`src/rtl/uart_pkg.sv`:
```
// Shared definitions for the UART transmitter and the future receiver.
// The state encoding is fixed so both directions decode state the same way.
package uart_pkg;

    localparam int CLKS_PER_BIT_DEFAULT = 104;   // 12 MHz / 115200
    localparam int DATA_BITS            = 8;

    localparam logic [2:0] ST_IDLE   = 3'd0;
    localparam logic [2:0] ST_START  = 3'd1;
    localparam logic [2:0] ST_DATA   = 3'd2;
    localparam logic [2:0] ST_PARITY = 3'd3;
    localparam logic [2:0] ST_STOP   = 3'd4;

    typedef enum logic [2:0] {
        IDLE   = ST_IDLE,
        START  = ST_START,
        DATA   = ST_DATA,
        PARITY = ST_PARITY,
        STOP   = ST_STOP
    } uartState_e;

    // Even parity: the parity bit makes the total count of ones even.
    function automatic logic evenParity(input logic [DATA_BITS-1:0] d);
        return ^d;
    endfunction

endpackage

```
`src/rtl/uart_bit_timer.sv`:
```
// Bit-period timer shared by the UART transmitter and receiver.
// Counts 0..CLKS_PER_BIT-1 while enabled; tick is high during the last
// cycle of each bit period and the count restarts from zero after it.
module uart_bit_timer
    import uart_pkg::*;
#(
    parameter int CLKS_PER_BIT = CLKS_PER_BIT_DEFAULT
) (
    input  logic clk,
    input  logic rst_n,
    input  logic clear,
    input  logic enable,
    output logic tick
);

    localparam int              W    = (CLKS_PER_BIT < 2) ? 1 : $clog2(CLKS_PER_BIT);
    localparam logic [W-1:0]    LAST = W'(CLKS_PER_BIT - 1);

    if (CLKS_PER_BIT < 2) begin : gBadClksPerBit
        $error("uart_bit_timer: CLKS_PER_BIT must be >= 2");
    end

    logic [W-1:0] count;

    assign tick = enable && (count == LAST);

    // Bit-period counter; clear wins so a new frame always starts at zero.
    always_ff @(posedge clk or negedge rst_n) begin
        if (!rst_n) begin
            count <= '0;
        end else if (clear) begin
            count <= '0;
        end else if (enable) begin
            count <= tick ? '0 : count + 1'b1;
        end
    end

endmodule

```
`src/rtl/uart_tx.sv`:
```
// UART transmitter, 1 start bit, 8 data bits LSB first, 1 stop bit.
// Optional even parity bit between data and stop when UART_TX_PARITY_EN
// is defined (frame becomes 11 bits).
//
// state  | meaning
// IDLE   | line high, waiting for byteReady
// START  | driving the start bit (low)
// DATA   | shifting out the latched byte, LSB first
// PARITY | driving the even parity bit (UART_TX_PARITY_EN only)
// STOP   | driving the stop bit (high), then back to IDLE
module uart_tx
    import uart_pkg::*;
#(
    parameter int CLKS_PER_BIT = CLKS_PER_BIT_DEFAULT
) (
    input  logic                 clk,
    input  logic                 rst_n,
    input  logic                 byteReady,
    input  logic [DATA_BITS-1:0] dataIn,
    output logic                 byteSending,
    output logic                 uartTx
);

    if (CLKS_PER_BIT < 2) begin : gBadClksPerBit
        $error("uart_tx: CLKS_PER_BIT must be >= 2");
    end

    localparam logic [2:0] LAST_BIT = 3'(DATA_BITS - 1);

    uartState_e           state;
    logic [DATA_BITS-1:0] shiftReg;
    logic [2:0]           bitCount;
    logic                 bitTick;
    logic                 timerClear;
    logic                 timerEnable;
`ifdef UART_TX_PARITY_EN
    logic                 parityBit;
`endif

    assign timerClear  = (state == IDLE) && byteReady;
    assign timerEnable = (state != IDLE);

    uart_bit_timer #(
        .CLKS_PER_BIT (CLKS_PER_BIT)
    ) uBitTimer (
        .clk    (clk),
        .rst_n  (rst_n),
        .clear  (timerClear),
        .enable (timerEnable),
        .tick   (bitTick)
    );

    // Frame sequencer; every line-level change happens on a bit-timer tick.
    always_ff @(posedge clk or negedge rst_n) begin
        if (!rst_n) begin
            state       <= IDLE;
            shiftReg    <= '0;
            bitCount    <= '0;
            uartTx      <= 1'b1;
            byteSending <= 1'b0;
`ifdef UART_TX_PARITY_EN
            parityBit   <= 1'b0;
`endif
        end else begin
            case (state)
                IDLE: begin
                    uartTx      <= 1'b1;
                    byteSending <= 1'b0;
                    if (byteReady) begin
                        shiftReg    <= dataIn;
                        bitCount    <= '0;
                        uartTx      <= 1'b0;
                        byteSending <= 1'b1;
                        state       <= START;
`ifdef UART_TX_PARITY_EN
                        parityBit   <= evenParity(dataIn);
`endif
                    end
                end
                START: begin
                    if (bitTick) begin
                        uartTx   <= shiftReg[0];
                        shiftReg <= {1'b0, shiftReg[DATA_BITS-1:1]};
                        bitCount <= '0;
                        state    <= DATA;
                    end
                end
                DATA: begin
                    if (bitTick) begin
                        if (bitCount == LAST_BIT) begin
`ifdef UART_TX_PARITY_EN
                            uartTx <= parityBit;
                            state  <= PARITY;
`else
                            uartTx <= 1'b1;
                            state  <= STOP;
`endif
                        end else begin
                            uartTx   <= shiftReg[0];
                            shiftReg <= {1'b0, shiftReg[DATA_BITS-1:1]};
                            bitCount <= bitCount + 3'd1;
                        end
                    end
                end
`ifdef UART_TX_PARITY_EN
                PARITY: begin
                    if (bitTick) begin
                        uartTx <= 1'b1;
                        state  <= STOP;
                    end
                end
`endif
                STOP: begin
                    if (bitTick) begin
                        byteSending <= 1'b0;
                        state       <= IDLE;
                    end
                end
                default: begin
                    uartTx      <= 1'b1;
                    byteSending <= 1'b0;
                    state       <= IDLE;
                end
            endcase
        end
    end

endmodule

```
`config.mk`:
```
export PLATFORM = sky130hd
export DESIGN_NAME = uart_tx
export DESIGN_NICKNAME = d
export VERILOG_FILES = /design/src/rtl/uart_pkg.sv /design/src/rtl/uart_bit_timer.sv /design/src/rtl/uart_tx.sv
export SDC_FILE = /design/constraint.sdc
export NUM_CORES = 1
export LEC_CHECK = 0
export CORE_ASPECT_RATIO = 1.1
export CORE_MARGIN = 2
export CORE_UTILIZATION = 59
export CTS_CLUSTER_DIAMETER = 60
export DETAILED_ROUTE_END_ITERATION = 16
export GPL_TIMING_DRIVEN = 1
export PLACE_DENSITY = 0.82
export RECOVER_POWER = 50
export SETUP_SLACK_MARGIN = 0.1
export SYNTH_ARGS = -nofsm -noshare
export SYNTH_HDL_FRONTEND = slang
export SYNTH_SLANG_ARGS = --single-unit
```
`constraint.sdc`:
```
create_clock -name clk -period 3.5 [get_ports clk]
set_input_delay 1.05 -clock clk [delete_from_list [all_inputs] [get_ports clk]]
set_output_delay 1.05 -clock clk [all_outputs]
set_load 0.1 [all_outputs]
```
==> metrics.md, run 1 <==
| Metric | Value |
|---|---|
| Outcome | `complete, no violations` |
| Final routed DRC violation total | `0` |
| Post-synthesis average cell area | `10.1 µm²` |
| Max rail drop VDD | `479 µV` |
| Number of global-route vias before repair | `931` |
| Horizontal die dimension | `48.2 µm` |
| Element type at the critical path end | `flip-flop` |
| Achievable clock frequency | `433 MHz` |
| Unique cell type count in the Yosys netlist | `43` |
| Max-capacitance violation count | `0` |
| Max Root-Sink Buffers | `2` |
| Fraction of the yosys area taken by sequential cells | `45.4%` |
| Post-synth ARST share | `100%` |
| Top layer reached by signal wires | `met4` |
| Buffer type at the clock tree root | `sky130_fd_sc_hd__clkbuf_4` |
| Nets in the synthesized netlist | `140` |
| CTS tree | `built` |
| Number of vias in the routed layout | `1,031` |
| Die area | `2540 µm²` |
| Routability Congestion | `0.775` |
| Number of synthesized flops with an enable pin | `0` |
| Effective utilization at floorplan | `62.8%` |
| First-pass GRT wire length | `4.15 mm` |
| Crit path kind | `input port to flip-flop` |
| Post-CTS setup buffer count | `0` |
| TritonCTS buffer count | `3` |
| Cell row count | `17` |
| Total detailed-routing wirelength | `2.53 mm` |
| Sum of net half-perimeters after detailed placement | `1.87 mm` |
| Number of flip-flops and latches in the synthesized netlist | `23` |
| Data arrival time of the critical path | `2520 ps` |
| Number of antenna violations at the first check in global routing | `0` |
| Grt ovf | `0` |
| Met1 wire length | `1.04 mm` |
| Length of the first detailed-routing pass in iterations | `4` |
| Fraction of layout instances using a drive strength above 1 | `10.4%` |
| Met3 layer wire length in the routed design | `133 µm` |
| TritonCTS Sinks | `23` |
| Clock input transition at the sequential cells of the worst setup and hold paths | `130 ps` |
| Post-layout minimum cycle time | `2310 ps` |
| Setup-violating endpoint count in the final report | `0` |
| Number of buffer cells added on primary ports | `12` |
| Post-layout power | `1000 µW` |
| Worst clock skew on the final layout | `6.76 ps` |
| Routed length on met2 | `1.31 mm` |
| Commonest non-fill, non-tap cell in the layout | `sky130_fd_sc_hd__dfrtp_1` |
| Clock insertion delay at the later pin of the skew report | `320 ps` |
| Number of H-tree branching levels | `1` |
| Initial drt markers | `33` |
| Post-synthesis instance total | `126` |
| Hold violation count in the final report | `0` |
| Fin crit share | `66.0%` |
| Number of gates given a new drive strength after cts | `0` |
| Sum of negative setup slack | `0 ps` |
| Count of hold-fix buffers inserted at cts | `0` |
| Via-per-instance ratio | `6.33` |
| Fin. max-slew vios | `0` |
| Core Box Area | `2020 µm²` |
| Final-layout fill cell count | `157` |
| Worst Path Max Fanout | `15` |
| Die Span Y | `52.7 µm` |
| Dominant synthesized flop cell | `sky130_fd_sc_hd__dfrtp_1` |
| Nets | `150` |
| Aggregate global-route resource usage | `22.8%` |
| Timing startpoint of the critical path | `byteReady` |
| Top Ports | `13` |
| Most frequent cells in the layout | `22 x sky130_fd_sc_hd__dfrtp_1, 12 x sky130_fd_sc_hd__nand2_1, 10 x sky130_fd_sc_hd__o21ai_0` |
| Count of antenna diodes in the layout | `0` |
| Post-route antenna net violation count | `0` |
| Start point of the worst hold path | `shiftReg[7]` |
| Cell area power density | `717 nW/µm²` |
| Post-synth design cell area | `1270 µm²` |
| Warnings from Yosys | `0` |
| Class of the tightest hold or removal check | `flip-flop to flip-flop` |
| WP data required | `3720 ps` |
| Routed length per instance | `15.5 µm` |
| Leakage power | `0.000614 µW` |
| Source of the worst register-to-register timing path | `bitCount[0]` |
| Worst slew margin | `21.6%` |
| Layout area overhead | `10.0%` |
| Setup repair after global routing missed its margin | `no` |
| Type of element launching the critical path | `input port` |
| Largest net degree at the start of global routing | `24` |
| Transition at the pin with the smallest max-transition slack | `1180 ps` |
## through the flow
| step | util [%] | hold slack (ps) | std cells | instance area (µm²) | setup slack, ps |
|---|---|---|---|---|---|
| floorplan | - | 467 | 126 | 1270 | 1480 |
| global placement | 68.0 | 476 | 159 | 1370 | 933 |
| global route | 69.2 | 541 | 163 | 1400 | 1040 |
| detailed placement | 68.0 | 488 | 159 | 1370 | 878 |
| CTS | 69.3 | 521 | 163 | 1400 | 1220 |
| finish | 69.2 | 521 | 163 | 1400 | 1190 |
## registers in the layout, summed over array words and instances (netlist names)
name and cells:
bitCount 3, shiftReg 8, state 3, byteSending 1
uartTx 1, uBitTimer.count 7
## path summary, 6_finish.rpt
| check | slack, ps | end | cells after the start |
|---|---|---|---|
| min in group asynchronous | 1460 | bitCount[0] | 2 |
| max in group asynchronous | 1340 | byteSending | 2 |
| min reg2reg | 520 | shiftReg[7] | 1 |
| max | 1190 | shiftReg[1] | 4 |
| max reg2reg | 1350 | shiftReg[1] | 6 |
| min | 520 | shiftReg[7] | 1 |
## power breakdown
group / switching (µW) / internal [µW]
clock: 85.6 / 42.9
sequential: 93.5 / 369
combinational: 237 / 175
## Yosys cell counts, types with 2 or more instances
master,number,area [µm²]
sky130_fd_sc_hd__a21oi_1,2,10.0
sky130_fd_sc_hd__a221o_1,7,70.1
sky130_fd_sc_hd__a22o_1,3,26.3
sky130_fd_sc_hd__and2_1,2,12.5
sky130_fd_sc_hd__and3_1,7,43.8
sky130_fd_sc_hd__buf_6,3,33.8
sky130_fd_sc_hd__clkbuf_1,4,15.0
sky130_fd_sc_hd__dfrtp_1,22,551
sky130_fd_sc_hd__ha_1,3,37.5
sky130_fd_sc_hd__inv_1,4,15.0
sky130_fd_sc_hd__nand2_1,12,45.0
sky130_fd_sc_hd__nand2b_1,3,18.8
sky130_fd_sc_hd__nand3_1,3,15.0
sky130_fd_sc_hd__nand4_1,2,12.5
sky130_fd_sc_hd__nor2_1,8,30.0
sky130_fd_sc_hd__nor3_1,2,10.0
sky130_fd_sc_hd__o211a_1,2,20.0
sky130_fd_sc_hd__o21ai_0,10,50.1
sky130_fd_sc_hd__o31ai_1,2,15.0
sky130_fd_sc_hd__or3b_4,2,22.5
## metal layers
layer | GRT usage (%) | vias to the layer above
li1 | - | 486
met1 | 28.4 | 504
met2 | 37.5 | 36
met3 | 4.14 | 5
met4 | 9.01 | 0
met5 | 0 | -
## cell families after synthesis
logic type	count (synthesis)	synth area share [%]
AOI/OAI and AO/OA	38	24.1
muxes	1	0.887
xor gates and xnor gates	1	0.690
DFF	23	45.4
and+or+nand+nor	48	20.5
buffers and inverters	12	5.42
adders and majority gates	3	2.96
## worst max-delay path, stage by stage
cell and delay, ps:
sky130_fd_sc_hd__clkdlybuf4s50_1 720, sky130_fd_sc_hd__and2_1 210, sky130_fd_sc_hd__o21ai_2 150, sky130_fd_sc_hd__a221o_1 390
## cell type report
cell class / count / area, µm² / area share, %
timing repair buffer: 13 / 119 / 8.50
inverter: 4 / 15.0 / 1.07
tap: 28 / 35.0 / 2.51
sequential: 23 / 577 / 41.3
clock inverter: 1 / 5.00 / 0.358
multi-input combinational: 91 / 624 / 44.7
clock buffer: 3 / 22.5 / 1.61
Power figures use the tool's default switching activity.
==> run 2: changes to the inputs <==
- CORE_UTILIZATION: 59 -> 50
- PLACE_DENSITY: 0.82 -> 0.74
- clock period: 3.5 -> 2.1 ns (I/O delays scaled with it)
==> run 2 against run 1 <==
Compared with the run above:
- final cell count up 7.4%
- sequential share of layout area down 3.5 points
- worst hold slack lost 2.8 ps
- non-clock buffer count grew 8
- design area increased by 9.1%
- sequential power rose by 68%
- sequential cell count unchanged
- first-iteration DRC count is 42% higher
- global-route usage is 1.5 points lower
- critical path depth up 2
- worst setup slack worse by 1100 ps
- largest cell class unchanged
==> metrics.md, run 2 (synthesis gave the netlist of run 1 again) <==
| Metric | Value |
|---|---|
| Data arrival time of the critical path | `2260 ps` |
| Utilization of the core after routing | `62.3%` |
| Peak per-stage delay on the critical path | `410 ps` |
| Final-layout fill cell count | `205` |
| Number of placed instances with taps included | `166` |
| Element type at the critical path end | `flip-flop` |
| Most frequent cells in the layout | `22 x sky130_fd_sc_hd__dfrtp_1, 12 x sky130_fd_sc_hd__nand2_1, 10 x sky130_fd_sc_hd__o21ai_0, 10 x sky130_fd_sc_hd__clkdlybuf4s50_1` |
| Fraction of layout instances using a drive strength above 1 | `17.4%` |
| Cell area power density | `1140 nW/µm²` |
| Cell row count | `19` |
| Worst slew margin | `19.7%` |
| TritonCTS buffer count | `3` |
| Top register by number of flip-flops | `shiftReg` |
| Final routed DRC violation total | `0` |
| Post-Layout Cell Count | `175` |
| Clock insertion delay at the later pin of the skew report | `310 ps` |
| Core Box Area | `2450 µm²` |
| Top cell family by delay on the critical path | `compound AO/OA/AOI/OAI gates` |
| Die Span Y | `56.9 µm` |
| Max Root-Sink Buffers | `2` |
| CTS tree | `built` |
| Number of antenna violations at the first check in global routing | `0` |
| Class of the tightest hold or removal check | `flip-flop to flip-flop` |
| Post-layout minimum cycle time | `2050 ps` |
| Die area | `2960 µm²` |
| Post-route antenna net violation count | `0` |
| Worst Hold Depth | `1` |
| Nets | `159` |
| Type of element launching the critical path | `flip-flop` |
| Effective utilization at floorplan | `51.9%` |
| Commonest non-fill, non-tap cell in the layout | `sky130_fd_sc_hd__dfrtp_1` |
| Largest net degree at the start of global routing | `24` |
| Fin crit share | `97.6%` |
| Flip-flop count of the largest register after layout | `8` |
| CP Cell Sequence | `ha_2, ha_4, or3b_4, a211oi_4, o21ai_2, a221o_1` |
| TritonCTS Sinks | `23` |
| Worst path depth | `6` |
| Post-Place Cell Area | `1440 µm²` |
| Setup repair after global routing missed its margin | `yes` |
| Length of the first detailed-routing pass in iterations | `4` |
| Grt ovf | `0` |
| Cell area after layout | `1530 µm²` |
| Initial drt markers | `47` |
| Total detailed-routing wirelength | `2.79 mm` |
| Number of H-tree branching levels | `1` |
| Clock input transition at the sequential cells of the worst setup and hold paths | `130 ps` |
| Routability Congestion | `0.841` |
| Horizontal die dimension | `52.1 µm` |
| Max rail drop VDD | `719 µV` |
| Routed length per instance | `15.9 µm` |
| Largest registers | `shiftReg: 8 flops, uBitTimer.count: 7 flops` |
| Layout area overhead | `20.1%` |
| Worst R2R Setup Slack | `50 ps` |
| Outcome | `complete, no violations` |
| Via-per-instance ratio | `6.10` |
| Fin. max-slew vios | `0` |
| Leakage power | `0.000660 µW` |
| Number of buffer cells added on primary ports | `12` |
| CP Buf/Inv Count | `0` |
| Worst Path Max Fanout | `5` |
| Setup-violating endpoint count in the final report | `0` |
| Slowest cell on the critical path | `sky130_fd_sc_hd__dfrtp_1` |
| Sum of net half-perimeters after detailed placement | `1.91 mm` |
| Crit path kind | `flip-flop to flip-flop` |
| Fin Hold WS | `518 ps` |
| Count of antenna diodes in the layout | `0` |
| First-pass GRT wire length | `4.82 mm` |
| Number of vias in the routed layout | `1,067` |
| Achievable clock frequency | `488 MHz` |
| WP data required | `2310 ps` |
| Buffer type at the clock tree root | `sky130_fd_sc_hd__clkbuf_4` |
| Aggregate global-route resource usage | `21.3%` |
| Transition at the pin with the smallest max-transition slack | `1210 ps` |
| Max-capacitance violation count | `0` |
| Worst r2r path cells | `6` |
| Hold violation count in the final report | `0` |
| Number of global-route vias before repair | `1,081` |
| Worst clock skew on the final layout | `10.1 ps` |
| Top Ports | `13` |
==> run 2: path summary, 6_finish.rpt <==
check,from,to
worst min-delay path,shiftReg[7],shiftReg[7]
worst min register to register,shiftReg[7],shiftReg[7]
worst max-delay path,bitCount[0],shiftReg[2]
worst max register to register,bitCount[0],shiftReg[2]
max in group asynchronous,rst_n,bitCount[1]
min in group asynchronous,rst_n,shiftReg[1]
==> run 2: power breakdown <==
part / total (µW) / switching [µW] / internal (µW)
Clock: 205 / 134 / 70.9
Sequential: 776 / 162 / 614
Combinational: 758 / 406 / 352
==> run 2: through the flow <==
stage          worst slack (ps)  total power (µW)  TNS (ps)
4_1_cts                    52.1              1740         0
5_1_grt                   -23.2              1860     -24.2
6_report                   49.7              1740         0
3_3_place_gp                129              1490         0
3_5_place_dp               56.6              1520         0
2_1_floorplan               101              1310         0
==> run 2: layout make-up <==
| type | count | area, µm² | share of cell area [%] |
|---|---|---|---|
| timing repair buffer | 21 | 204 | 13.4 |
| multi-input combinational | 92 | 663 | 43.5 |
| sequential | 23 | 577 | 37.8 |
| clock inverter | 1 | 5.00 | 0.328 |
| clock buffer | 3 | 22.5 | 1.48 |
| tap | 31 | 38.8 | 2.54 |
| inverter | 4 | 15.0 | 0.984 |
==> run 2: metal layers <==
layer | share of wire (%) | GRT usage, %
met5 | 0 | 0
met4 | 1.2 | 5.64
met3 | 4.4 | 3.46
met2 | 50 | 35.8
met1 | 44 | 28.1
==> run 2: repair_timing <==
action                     4_1_cts  5_1_grt
cloned                           1        0
setup buffers                    2        2
hold buffers                     0        0
pin swaps                        0        2
resized for setup                4        0
setup endpoints to repair        8       10
